[src/rtl/fetch_stage.sv]
// In-order instruction fetch: PC register, 2-credit request window, 2-entry decode buffer, redirect drain.
// Define FETCH_ILLEGAL_CHECK_EN to flag opcodes outside the supported subset on dec_illegal.
module fetch_stage #(
  parameter logic [31:0] RESET_PC = 32'h0000_0000
) (
  input  logic        clk,
  input  logic        reset,
  output logic        imem_req_valid,
  input  logic        imem_req_ready,
  output logic [31:0] imem_addr,
  input  logic        imem_rsp_valid,
  input  logic [31:0] imem_rsp_data,
  input  logic        redirect,
  input  logic [31:0] redirect_pc,
  output logic        dec_valid,
  input  logic        dec_ready,
  output logic [31:0] dec_instr,
  output logic [31:0] dec_pc,
  output logic [31:0] dec_pcplus4,
  output logic [6:0]  dec_op,
  output logic        dec_illegal
);
  typedef enum logic [1:0] {ST_BOOT, ST_RUN, ST_DRAIN} state_t;

  state_t      state_q, state_d;
  logic [31:0] pc_q, pc_d;
  logic [31:0] oq_addr_q [2];
  logic [31:0] oq_addr_d [2];
  logic [1:0]  oq_cnt_q, oq_cnt_d;
  logic [31:0] buf_instr_q [2];
  logic [31:0] buf_instr_d [2];
  logic [31:0] buf_pc_q [2];
  logic [31:0] buf_pc_d [2];
  logic [1:0]  buf_cnt_q, buf_cnt_d;
  logic [1:0]  drop_cnt_q, drop_cnt_d;

  logic [1:0]  out_total, remain, oq_cnt_tmp, buf_cnt_tmp;
  logic        rsp_fire, rsp_keep, rsp_drop, req_fire, dec_pop;

`ifdef FETCH_ILLEGAL_CHECK_EN
  logic buf_ill_q [2];
  logic buf_ill_d [2];
  logic rsp_ill;
  assign rsp_ill = !(imem_rsp_data[6:0] inside {7'b0000011, 7'b0100011, 7'b0110011,
                                                  7'b1100011, 7'b0010011, 7'b1101111});
  assign dec_illegal = dec_valid && buf_ill_q[0];
`else
  assign dec_illegal = 1'b0;
`endif

  // Responses arriving while nothing is in flight are spurious and ignored.
  assign out_total      = oq_cnt_q + drop_cnt_q;
  assign rsp_fire       = imem_rsp_valid && (out_total != 2'd0);
  assign rsp_drop       = rsp_fire && (drop_cnt_q != 2'd0);
  assign rsp_keep       = rsp_fire && (drop_cnt_q == 2'd0);
  assign remain         = out_total - {1'b0, rsp_fire};
  assign imem_req_valid = (state_q == ST_RUN) && !redirect && ((oq_cnt_q + buf_cnt_q) < 2'd2);
  assign req_fire       = imem_req_valid && imem_req_ready;
  assign imem_addr      = pc_q;
  assign dec_valid      = (buf_cnt_q != 2'd0);
  assign dec_pop        = dec_valid && dec_ready;
  assign dec_instr      = buf_instr_q[0];
  assign dec_pc         = buf_pc_q[0];
  assign dec_pcplus4    = buf_pc_q[0] + 32'd4;
  assign dec_op         = buf_instr_q[0][6:0];

  always_comb begin
    state_d     = state_q;
    pc_d        = pc_q;
    oq_addr_d   = oq_addr_q;
    oq_cnt_d    = oq_cnt_q;
    buf_instr_d = buf_instr_q;
    buf_pc_d    = buf_pc_q;
    buf_cnt_d   = buf_cnt_q;
    drop_cnt_d  = drop_cnt_q;
    oq_cnt_tmp  = oq_cnt_q;
    buf_cnt_tmp = buf_cnt_q;
`ifdef FETCH_ILLEGAL_CHECK_EN
    buf_ill_d   = buf_ill_q;
`endif
    if (redirect) begin
      // Everything still in flight becomes a response to throw away.
      pc_d       = redirect_pc & 32'hFFFF_FFFC;
      oq_cnt_d   = 2'd0;
      buf_cnt_d  = 2'd0;
      drop_cnt_d = remain;
      state_d    = (remain != 2'd0) ? ST_DRAIN : ST_RUN;
    end else begin
      if (rsp_keep) begin
        oq_addr_d[0] = oq_addr_q[1];
        oq_cnt_tmp   = oq_cnt_q - 2'd1;
      end
      if (req_fire) begin
        if (oq_cnt_tmp == 2'd0) oq_addr_d[0] = pc_q;
        else                    oq_addr_d[1] = pc_q;
        oq_cnt_tmp = oq_cnt_tmp + 2'd1;
        pc_d       = pc_q + 32'd4;
      end
      oq_cnt_d = oq_cnt_tmp;

      if (dec_pop) begin
        buf_instr_d[0] = buf_instr_q[1];
        buf_pc_d[0]    = buf_pc_q[1];
`ifdef FETCH_ILLEGAL_CHECK_EN
        buf_ill_d[0]   = buf_ill_q[1];
`endif
        buf_cnt_tmp    = buf_cnt_q - 2'd1;
      end
      if (rsp_keep) begin
        if (buf_cnt_tmp == 2'd0) begin
          buf_instr_d[0] = imem_rsp_data;
          buf_pc_d[0]    = oq_addr_q[0];
`ifdef FETCH_ILLEGAL_CHECK_EN
          buf_ill_d[0]   = rsp_ill;
`endif
        end else begin
          buf_instr_d[1] = imem_rsp_data;
          buf_pc_d[1]    = oq_addr_q[0];
`ifdef FETCH_ILLEGAL_CHECK_EN
          buf_ill_d[1]   = rsp_ill;
`endif
        end
        buf_cnt_tmp = buf_cnt_tmp + 2'd1;
      end
      buf_cnt_d = buf_cnt_tmp;

      if (rsp_drop) drop_cnt_d = drop_cnt_q - 2'd1;
      case (state_q)
        ST_BOOT:  state_d = ST_RUN;
        ST_DRAIN: if (drop_cnt_d == 2'd0) state_d = ST_RUN;
        default:  state_d = state_q;
      endcase
    end
  end

  always_ff @(posedge clk or posedge reset) begin
    if (reset) begin
      state_q        <= ST_BOOT;
      pc_q           <= RESET_PC;
      oq_addr_q[0]   <= 32'd0;
      oq_addr_q[1]   <= 32'd0;
      oq_cnt_q       <= 2'd0;
      buf_instr_q[0] <= 32'd0;
      buf_instr_q[1] <= 32'd0;
      buf_pc_q[0]    <= 32'd0;
      buf_pc_q[1]    <= 32'd0;
      buf_cnt_q      <= 2'd0;
      drop_cnt_q     <= 2'd0;
`ifdef FETCH_ILLEGAL_CHECK_EN
      buf_ill_q[0]   <= 1'b0;
      buf_ill_q[1]   <= 1'b0;
`endif
    end else begin
      state_q     <= state_d;
      pc_q        <= pc_d;
      oq_addr_q   <= oq_addr_d;
      oq_cnt_q    <= oq_cnt_d;
      buf_instr_q <= buf_instr_d;
      buf_pc_q    <= buf_pc_d;
      buf_cnt_q   <= buf_cnt_d;
      drop_cnt_q  <= drop_cnt_d;
`ifdef FETCH_ILLEGAL_CHECK_EN
      buf_ill_q   <= buf_ill_d;
`endif
    end
  end
endmodule

[config.mk]
export PLATFORM = sky130hd
export DESIGN_NAME = fetch_stage
export DESIGN_NICKNAME = d
export VERILOG_FILES = /design/src/rtl/fetch_stage.sv
export SDC_FILE = /design/constraint.sdc
export NUM_CORES = 1
export LEC_CHECK = 0
export ABC_AREA = 1
export CAP_MARGIN = 5
export CORE_MARGIN = 2
export CORE_UTILIZATION = 45
export DETAILED_ROUTE_END_ITERATION = 10
export GPL_ROUTABILITY_DRIVEN = 0
export MAX_ROUTING_LAYER = met4
export PLACE_DENSITY = 0.69
export SYNTH_ARGS = -nofsm -noshare
export SYNTH_HDL_FRONTEND = slang
export SYNTH_SLANG_ARGS = --single-unit
[constraint.sdc]
create_clock -name clk -period 9.3 [get_ports clk]
set_clock_uncertainty 0.05 [all_clocks]
set_input_delay 1.395 -clock clk [delete_from_list [all_inputs] [get_ports clk]]
set_output_delay 1.395 -clock clk [all_outputs]
set_load 0.01 [all_outputs]
==> reports/metrics.yaml <==
synth_area_leaders: "dfrtp_1 42%, nand2_1 14%, mux2_2 5.3%"
ys_seq_elements: 228
n_antenna_cell: 0
finalMaxSlewViolations: 0
holdWs_ns: 0.426
setup_violations: 0
status: "completed"
overflow: 0
grt_antenna_before_repair: 0
clk_path_buf_depth: 3
internal-power_mw: 2.86
crit_family: "buffers and inverters"
power_leakage_nw: 7.43
grt_pass1_vias: 11060
grt_pass1_wl_mm: 57.2
post_cts_buffers: 0
core-area_um2: 29600
min_period_over_period_pct: 57.7
fin_tns_setup_ns: 0
viasPerCell: 5.18
syn_area_per_cell_um2: 7.89
holdPathStages: 2
slowest_stage: "clkdlybuf4s50_1"
timing.critical_path.mode_cell: "nand2_1"
drive_above_1_share_pct: 11.3
combinationalPowerShare_pct: 40.9
wl_per_cell_um: 15.7
synth-main-ff-cell: "dfrtp_1"
hp-class: "flip-flop to flip-flop"
async_reset_ff_share_pct: 100
switching_share_pct: 38.1
postLayoutSetupSlackWorst_ns: 3.93
reg2reg_to: "dec_pc[29]"
clk_latency_ns: 0.54
start_util_pct: 45.6
yosysTopAreaCellShare_pct: 42.3
cp_data_required_time_ns: 7.86
cts_inserted_buffers: 26
cp-start-kind: "input port"
finalCriticalPeriod_ns: 5.37
worstPathArrival_ns: 3.92
clk_root_buffer_cell: "clkbuf_16"
dp_hpwl_mm: 22.7
grt_max_degree: 86
cts_hold_buf: 0
min_to: "buf_instr_q[28]"
regArea_um2: 5710
clkSinkCount: 228
clk_pin_slew_ns: 0.05
pwr-share-seq_pct: 35.9
synthCells: 1710
fmax_ghz: 0.186
drc: 0
yosysMostFrequentCell: "nand2_1"
synth-edff-count: 0
fin_area_um2: 15900
yosysTopAreaCell: "dfrtp_1"
cts_tree: "done"
placed_area_um2: 15000
hold_viol_final: 0
maxCapViolCount: 0
hp-start: "buf_instr_q[28]"
clkPwrFrac_pct: 23.2
maxSlewHeadroom_pct: 29.2
htree_levels: 1
ys_types: 38
layout.nets: 1866
die_area_um2: 31400
synth.cell_area_um2: 13500
vias: 11371
ys_warn_count: 0
powerDensity_nw_per_um2: 290
worstMarginPinSlew_ns: 1.06
worstSetupEndpointType: "primary output"
die_h_um: 177
nFillCells: 2796
cp_slowest_stage_delay_ns: 0.71
drt-total-wl_mm: 34.5
grt_usage_pct: 22.9
dp_worst_setup_slack_ns: 3.92
final_util_pct: 53.8
rows: 63
area_growth_pct: 18.0
io_pins: 208
reg2reg_depth: 13
yosysSeqAreaShare_pct: 42.3
rsz0062_at_grt: "false"
ant_nets: 0
cts-resized-gates: 0
path_buf_inv: 3
placed_cells: 2150
ir_worst_vdd_mv: 0.137
port_buffers: 202
power_switching_mw: 1.76
power_mw: 4.62
r2r_setup_slack_ns: 5.24
synth_common_cells: "515 x nand2_1, 228 x dfrtp_1, 175 x inv_1"
multi_input_area_um2: 6030
path_max_fanout: 74
first_pass_iters: 5
critical_path_class: "input port to primary output"
first_iter_violations: 899
stdcell_count: 2197
r2r_start: "buf_cnt_q[0]"
crit_chain: "buf_4 -> inv_4 -> nand2_1 -> nor2_1 -> nand2_1 -> nor2_4 -> clkdlybuf4s50_1"
die-width_um: 177
cells in the final DEF (no fill, tap or decap), types with 2 or more instances in the layout:
master / synthesis / routed
nor2_4: 2 / 2
o211ai_1: 21 / 21
ha_1: 8 / 8
bufinv_16: 0 / 3
clkbuf_1: 25 / 5
o21ai_0: 67 / 67
clkbuf_16: 0 / 27
nor2_1: 80 / 80
clkinv_2: 0 / 5
o21ai_2: 60 / 60
nor3_1: 20 / 20
or2_2: 2 / 2
nand3_4: 3 / 3
o21ai_1: 72 / 72
buf_4: 84 / 12
xnor2_1: 2 / 2
nor3_2: 3 / 3
nor4_1: 6 / 6
mux2_2: 64 / 64
nand4_1: 47 / 47
nand2_1: 515 / 514
nand2_2: 3 / 4
xor2_1: 44 / 44
nor2_2: 3 / 3
inv_4: 2 / 2
a21oi_1: 40 / 40
and3_1: 2 / 2
clkdlybuf4s50_1: 0 / 201
conb_1: 1 / 3
inv_2: 4 / 4
nand3_1: 64 / 64
clkbuf_8: 0 / 6
dfrtp_1: 228 / 228
inv_1: 175 / 174
nand3_2: 2 / 2
area by class of cell:
| class | instances | share of cell area (%) |
|---|---|---|
| tap | 390 | 3.07 |
| clock buffer | 38 | 4.88 |
| multi-input combinational | 1138 | 37.9 |
| clock inverter | 9 | 0.770 |
| timing repair buffer | 213 | 13.2 |
| sequential | 228 | 35.8 |
| inverter | 181 | 4.35 |
tightest hold or removal path, cell delays in order, from the launching register on:
cell and delay [ns]:
dfrtp_1 0.34, nand2_1 0.06, o21ai_2 0.05
power by group through the flow:
| stage | Combinational (mW) | Clock, mW | Sequential (mW) |
|---|---|---|---|
| after floorplan | 1.41 | 0 | 1.58 |
| after global placement | 1.84 | 0 | 1.65 |
| after detailed placement | 1.89 | 0 | 1.67 |
| after CTS | 1.90 | 1.09 | 1.66 |
| after global routing | 2.10 | 1.14 | 1.71 |
| final | 1.89 | 1.07 | 1.66 |
kinds of logic after synthesis:
logic type               synth area share [%]
flip-flops                               42.3
buffers and inverters                    13.1
adder cells (fa/ha/maj)                 0.742
AO/OA/AOI/OAI                            11.9
multiplexers                             5.34
AND/OR/NAND/NOR                          23.6
XOR/XNOR                                 2.99
other                                  0.0278
sequential cells by signal, summed over array words and instances, names as in the netlist:
register and count:
buf_cnt_q 2, dec_pc 32, oq_cnt_q 2, dec_instr 32, drop_cnt_q 2, buf_pc_q 32, state_q 2, buf_instr_q 32
oq_addr_q 62, imem_addr 30
metal layers:
metal / track usage, % / wire length, um / vias up / part of all wire, %
li1: - / - / 5585 / -
met1: 31.9 / 15900 / 5375 / 46
met2: 35.6 / 16000 / 369 / 46
met3: 3.18 / 2140 / 42 / 6.2
met4: 4.79 / 490 / 0 / 1.4
met5: - / 0 / - / 0
how the worst max path moves through the flow:
stage	from	endpoint	slack [ns]	cells past startpoint
6_report	redirect	imem_req_valid	3.93	7
5_1_grt	redirect	imem_req_valid	3.70	7
4_1_cts	redirect	imem_req_valid	3.91	7
3_5_place_dp	redirect	imem_req_valid	3.92	7
3_3_place_gp	redirect	imem_req_valid	3.93	7
2_1_floorplan	reset	buf_cnt_q[0]	1.61	1
Note: power is estimated with default switching activity, not from simulation.
